==> src/rtl/ntt_sched.sv <==
// NTT/INTT butterfly address and twiddle scheduler: 7 layers x 128 butterflies, writes delayed by PIPE cycles.
// Optional input "hold" exists only when NTT_SCHED_HOLD_EN is defined.
module ntt_sched #(
  parameter int unsigned BF_LAT = 3
) (
  input  logic       clk,
  input  logic       rst,
  input  logic       start,
  input  logic       mode,
`ifdef NTT_SCHED_HOLD_EN
  input  logic       hold,
`endif
  output logic       rd_en,
  output logic [7:0] rd_addr_a,
  output logic [7:0] rd_addr_b,
  output logic [6:0] w_idx,
  output logic       bf_sel,
  output logic       wr_en,
  output logic [7:0] wr_addr_a,
  output logic [7:0] wr_addr_b,
  output logic       busy,
  output logic       done
);

  localparam int unsigned PIPE       = 1 + BF_LAT;
  localparam logic [3:0]  DRAIN_LAST = 4'(PIPE - 1);

  typedef enum logic [1:0] {IDLE, ISSUE, DRAIN, FIN} state_t;

  state_t      state_q, state_d;
  logic [6:0]  bf_q, bf_d;
  logic [2:0]  layer_q, layer_d;
  logic [3:0]  drain_q, drain_d;
  logic        mode_q, mode_d;
  logic        rd_en_q, rd_en_d;
  logic [7:0]  addr_a_q, addr_a_d;
  logic [7:0]  addr_b_q, addr_b_d;
  logic [6:0]  w_q, w_d;
  logic        busy_q, done_q;
  logic        load, step;
  logic [7:0]  len_d, mask_d, off_d;
  logic        hold_w;
  logic [16:0] dly_q [PIPE];

`ifdef NTT_SCHED_HOLD_EN
  assign hold_w = hold;
`else
  assign hold_w = 1'b0;
`endif

  // bf_q is the butterfly currently presented (or pending, if held); w_q always tracks bf_q,
  // so a held butterfly is re-issued later with its own twiddle.
  always_comb begin
    state_d = state_q;
    bf_d    = bf_q;
    layer_d = layer_q;
    drain_d = drain_q;
    mode_d  = mode_q;
    w_d     = w_q;
    rd_en_d = 1'b0;
    load    = 1'b0;
    step    = 1'b0;
    unique case (state_q)
      IDLE: begin
        if (start) begin
          state_d = ISSUE;
          mode_d  = mode;
          bf_d    = '0;
          layer_d = '0;
          rd_en_d = 1'b1;
          load    = 1'b1;
        end
      end
      ISSUE: begin
        if (rd_en_q && bf_q == 7'd127) begin
          state_d = DRAIN;
          drain_d = '0;
        end else begin
          if (rd_en_q) begin
            bf_d = bf_q + 7'd1;
            step = 1'b1;
          end
          rd_en_d = ~hold_w;
        end
      end
      DRAIN: begin
        if (drain_q == DRAIN_LAST) begin
          if (layer_q == 3'd6) begin
            state_d = FIN;
          end else begin
            state_d = ISSUE;
            layer_d = layer_q + 3'd1;
            bf_d    = '0;
            rd_en_d = 1'b1;
            step    = 1'b1;
          end
        end else begin
          drain_d = drain_q + 4'd1;
        end
      end
      FIN:     state_d = IDLE;
      default: state_d = IDLE;
    endcase

    // len is a power of two, so group/offset split is a mask and the group part doubles.
    len_d    = mode_d ? (8'd128 >> layer_d) : (8'd2 << layer_d);
    mask_d   = len_d - 8'd1;
    off_d    = {1'b0, bf_d} & mask_d;
    addr_a_d = (({1'b0, bf_d} & ~mask_d) << 1) | off_d;
    addr_b_d = addr_a_d + len_d;

    if (load)
      w_d = mode_d ? 7'd1 : 7'd127;
    else if (step && off_d == '0)
      w_d = mode_d ? w_q + 7'd1 : w_q - 7'd1;
  end

  always_ff @(posedge clk) begin
    if (rst) begin
      state_q  <= IDLE;
      bf_q     <= '0;
      layer_q  <= '0;
      drain_q  <= '0;
      mode_q   <= 1'b0;
      rd_en_q  <= 1'b0;
      addr_a_q <= '0;
      addr_b_q <= '0;
      w_q      <= '0;
      busy_q   <= 1'b0;
      done_q   <= 1'b0;
    end else begin
      state_q <= state_d;
      bf_q    <= bf_d;
      layer_q <= layer_d;
      drain_q <= drain_d;
      mode_q  <= mode_d;
      rd_en_q <= rd_en_d;
      w_q     <= w_d;
      if (rd_en_d) begin
        addr_a_q <= addr_a_d;
        addr_b_q <= addr_b_d;
      end
      busy_q <= (state_d == ISSUE) || (state_d == DRAIN);
      done_q <= (state_d == FIN);
    end
  end

  always_ff @(posedge clk) begin
    if (rst) begin
      for (int unsigned i = 0; i < PIPE; i++) dly_q[i] <= '0;
    end else begin
      dly_q[0] <= {rd_en_q, addr_a_q, addr_b_q};
      for (int unsigned i = 1; i < PIPE; i++) dly_q[i] <= dly_q[i-1];
    end
  end

  assign rd_en     = rd_en_q;
  assign rd_addr_a = addr_a_q;
  assign rd_addr_b = addr_b_q;
  assign w_idx     = w_q;
  assign bf_sel    = mode_q;
  assign busy      = busy_q;
  assign done      = done_q;
  assign wr_en     = dly_q[PIPE-1][16];
  assign wr_addr_a = dly_q[PIPE-1][15:8];
  assign wr_addr_b = dly_q[PIPE-1][7:0];

endmodule

==> config.mk <==
export PLATFORM = sky130hd
export DESIGN_NAME = ntt_sched
export DESIGN_NICKNAME = d
export VERILOG_FILES = /design/src/rtl/ntt_sched.sv
export SDC_FILE = /design/constraint.sdc
export NUM_CORES = 1
export LEC_CHECK = 0
export BUFFER_PORTS_ARGS = -buffer_cell sky130_fd_sc_hd__buf_2
export CORE_ASPECT_RATIO = 1.4
export CORE_MARGIN = 2
export CORE_UTILIZATION = 46
export DETAILED_ROUTE_END_ITERATION = 10
export GPL_TIMING_DRIVEN = 1
export HOLD_SLACK_MARGIN = 0.02
export SYNTH_ARGS = -nofsm -noshare
export SYNTH_HDL_FRONTEND = slang
export SYNTH_SLANG_ARGS = --single-unit
==> constraint.sdc <==
create_clock -name clk -period 10.8 [get_ports clk]
set_clock_uncertainty 0.1 [all_clocks]
set_input_delay 1.62 -clock clk [delete_from_list [all_inputs] [get_ports clk]]
set_output_delay 1.62 -clock clk [all_outputs]
set_load 0.05 [all_outputs]
==> results.cfg <==
[status]
outcome = finished, final reports clean

[pwr]
p_leak_nw = 2.31
ir_drop_uv = 111
power.density_nw_per_um2 = 157

[floorplan]
num_rows = 44
die_h_um = 125
core_sq_um = 10300
start_util_pct = 46.8
num_io_pins = 48
die_area_sq_um = 11300
die_x_um = 90.5

[sta]
setup_viol = 0
tns_ps = 0
rsz0062_at_grt = false
period_share_pct = 52.0
hold_violations = 0
fmax_ghz = 0.178
drv_slew = 0
relSlewSlack_pct = 34.3
layout_min_cycle_time_ps = 5610
tightest_slew_ps = 985

[worst_hold_path]
hp-class = reg2reg

[route]
vias = 3576
via_per_inst = 5.23
first_iter_violations = 148
dr.pass1.iters = 4
wl_per_cell_um = 14.7
drcViolationCount = 0
antenna_left = 0
finalWirelength_um = 10100

[logic_synthesis]
synthCells = 510
synth_mux_area_share_pct = 2.78
synth_area_leader_cell = dfxtp_1
syn-cell-area_sq_um = 4810
ys_seq_area_share_pct = 46.2
synth_fa_ha_area_share_pct = 6.24
synth_compound_area_share_pct = 15.0
synth_flop_cell = dfxtp_1
syn-num-nets = 536
synthXorXnorAreaFrac_pct = 2.36
synthArstFlopShare_pct = 0
ys_ff_latch = 111
yosys.area_share.simple_pct = 22.8
synth_top_family_by_area = simple AND/OR/NAND/NOR gates
yosys.cell_types.count = 71
syn_area_per_cell_sq_um = 9.44
synthTopCellsByArea = dfxtp_1 (46%), nor2b_1 (9.7%), ha_1 (5.2%)
synth_edf_count = 0
synth_top_area_share_pct = 46.2
synth_warnings = 0

[worst_setup_path]
critPathMaxFanout = 13
cp.required_ps = 10960
critPathCaptureType = flop
path_class = in2reg
crit_path_start_kind = input port
crit_slowest_cell = nor2_1
slowest_delay_ps = 590
crit_chain = buf_2 > mux2i_1 > and2_1 > nor2_1 > nand2_1 > o21ai_0 > and2_1 > inv_1 > ha_1 > inv_1 > o21ai_0 > mux2i_1 > a21o_2 > ha_1 > a21oi_1 > inv_1 > a21oi_1 > o21ai_0 > o311ai_0 > mux2_2 > o31ai_1
cp.arrival_ps = 5770

[clocking]
clkTransAtPathRegs_ps = 70
cts_tree = done
cts_setup_buffers = 0
cts_resized = 0
cts_buffers = 9
cts.htree.levels = 3
clock_path_buffers = 2
cts_root_buffer = clkbuf_16
worstSkewPairLatency_ps = 350
hold_buffers = 0
cts_num_sinks = 111

[placement]
dp_cells = 668
dp_hpwl_um = 7250
gp_congestion = 0.830
numPortBuffers = 47

[final_layout]
drive_above_1_share_pct = 15.2
final_cells = 684
area_delta_synth_final_pct = 11.3
antenna_cells = 0
nets = 567
fin_util_pct = 52.0

[global_routing]
track_usage_pct = 18.7
grt_pass1_vias = 3484
overflow = 0
grt_max_degree = 100
grt_pass1_wl_um = 17000
antenna_found_initial = 0

[flow_run]
max_cap_violations = 0
## per-stage QoR
step	hold WS [ps]	power (W)	area [sq um]	setup slack (ps)
6_report	337	0.000840	5360	5190
5_1_grt	355	0.000878	5360	4740
4_1_cts	336	0.000849	5360	5220
3_5_place_dp	320	0.000529	5070	4850
3_3_place_gp	315	0.000528	5070	4950
2_1_floorplan	314	0.000509	4810	5580
## final timing paths
check,from,end,slack [ps],cells after the start
max reg2reg,state_q[0],rd_addr_b[7],5530,22
max,start,rd_addr_b[7],5190,21
min,dly_q[0][4],dly_q[1][4],340,1
min reg2reg,dly_q[0][4],dly_q[1][4],340,1
## final cells by class
| type | count | area (sq um) |
|---|---|---|
| multi-input cells | 356 | 2370 |
| repair buffers | 49 | 250 |
| flip-flops and latches | 111 | 2220 |
| inverters | 14 | 52.6 |
| fillers | 992 | 4940 |
| clock inverters | 7 | 63.8 |
| well taps | 138 | 173 |
| clock buffers | 9 | 225 |
## metal layers
metal,GRT usage [%],part of all wire [%],vias up
met1,21.6,43,1672
li1,-,-,1815
met2,32.4,50,65
met5,0,0,-
met4,9.50,3.7,0
met3,4.04,2.8,24
## worst max-delay path: cells and delay by family
family	cells	cell delay [ps]
AOI/OAI and AO/OA	8	1250
and+or+nand+nor	4	1170
muxes	3	710
adders and majority gates	2	570
buffers and inverters	4	450
## power by group
part	switching, W	internal (W)	total (W)
Combinational	0.0000638	0.0000297	0.0000935
Sequential	0.00000658	0.000419	0.000425
Clock	0.000160	0.000162	0.000322
Total	0.000230	0.000610	0.000840
## synthesized netlist by cell type, drive strengths merged (9+ instances only)
cell,instances
nor2b,75
o21ai,15
nor2,46
a21oi,30
dfxtp,111
a21o,9
mux2i,10
ha,20
inv,14
clkbuf,21
nand3,11
nand2,28
## flip-flops by register name, summed over array words and instances (netlist names)
name       cells
bf_q           7
bf_sel         1
busy           1
dly_q         68
done           1
drain_q        4
layer_q        3
rd_addr_a      8
rd_addr_b      8
rd_en          1
state_q        2
w_idx          7
## logic make-up (layout without fill, tap and decap cells)
group                      count (synthesis)  after routing
AOI/OAI and AO/OA                        104            104
DFF                                      111            111
and+or+nand+nor                          202            202
muxes                                     13             13
adders and majority gates                 23             23
buffers and inverters                     43             79
other                                      1              1
xor gates and xnor gates                  13             13
## placed cells by master, fill, tap and decap left out, types with 3 or more instances in the layout
master	netlist	layout
inv_1	14	14
a21oi_1	30	30
clkbuf_16	0	9
nor3b_1	3	3
or3_1	4	4
o22ai_1	3	3
o21bai_1	3	3
nand2_1	28	28
nor2b_1	75	75
inv_8	0	3
a2bb2oi_1	4	4
mux2_2	3	3
a21o_1	8	8
o221ai_1	3	3
buf_2	2	47
o211ai_1	4	4
nand3_1	11	11
o31ai_1	4	4
dfxtp_1	111	111
xnor2_1	8	8
ha_1	20	20
nor2_1	46	46
and2_1	3	3
o21ai_0	13	13
xor2_1	5	5
nand2b_1	5	5
nor4_1	4	4
a31oi_1	5	5
nor3_1	6	6
mux2i_1	10	10
(Power assumes the default switching activity.)
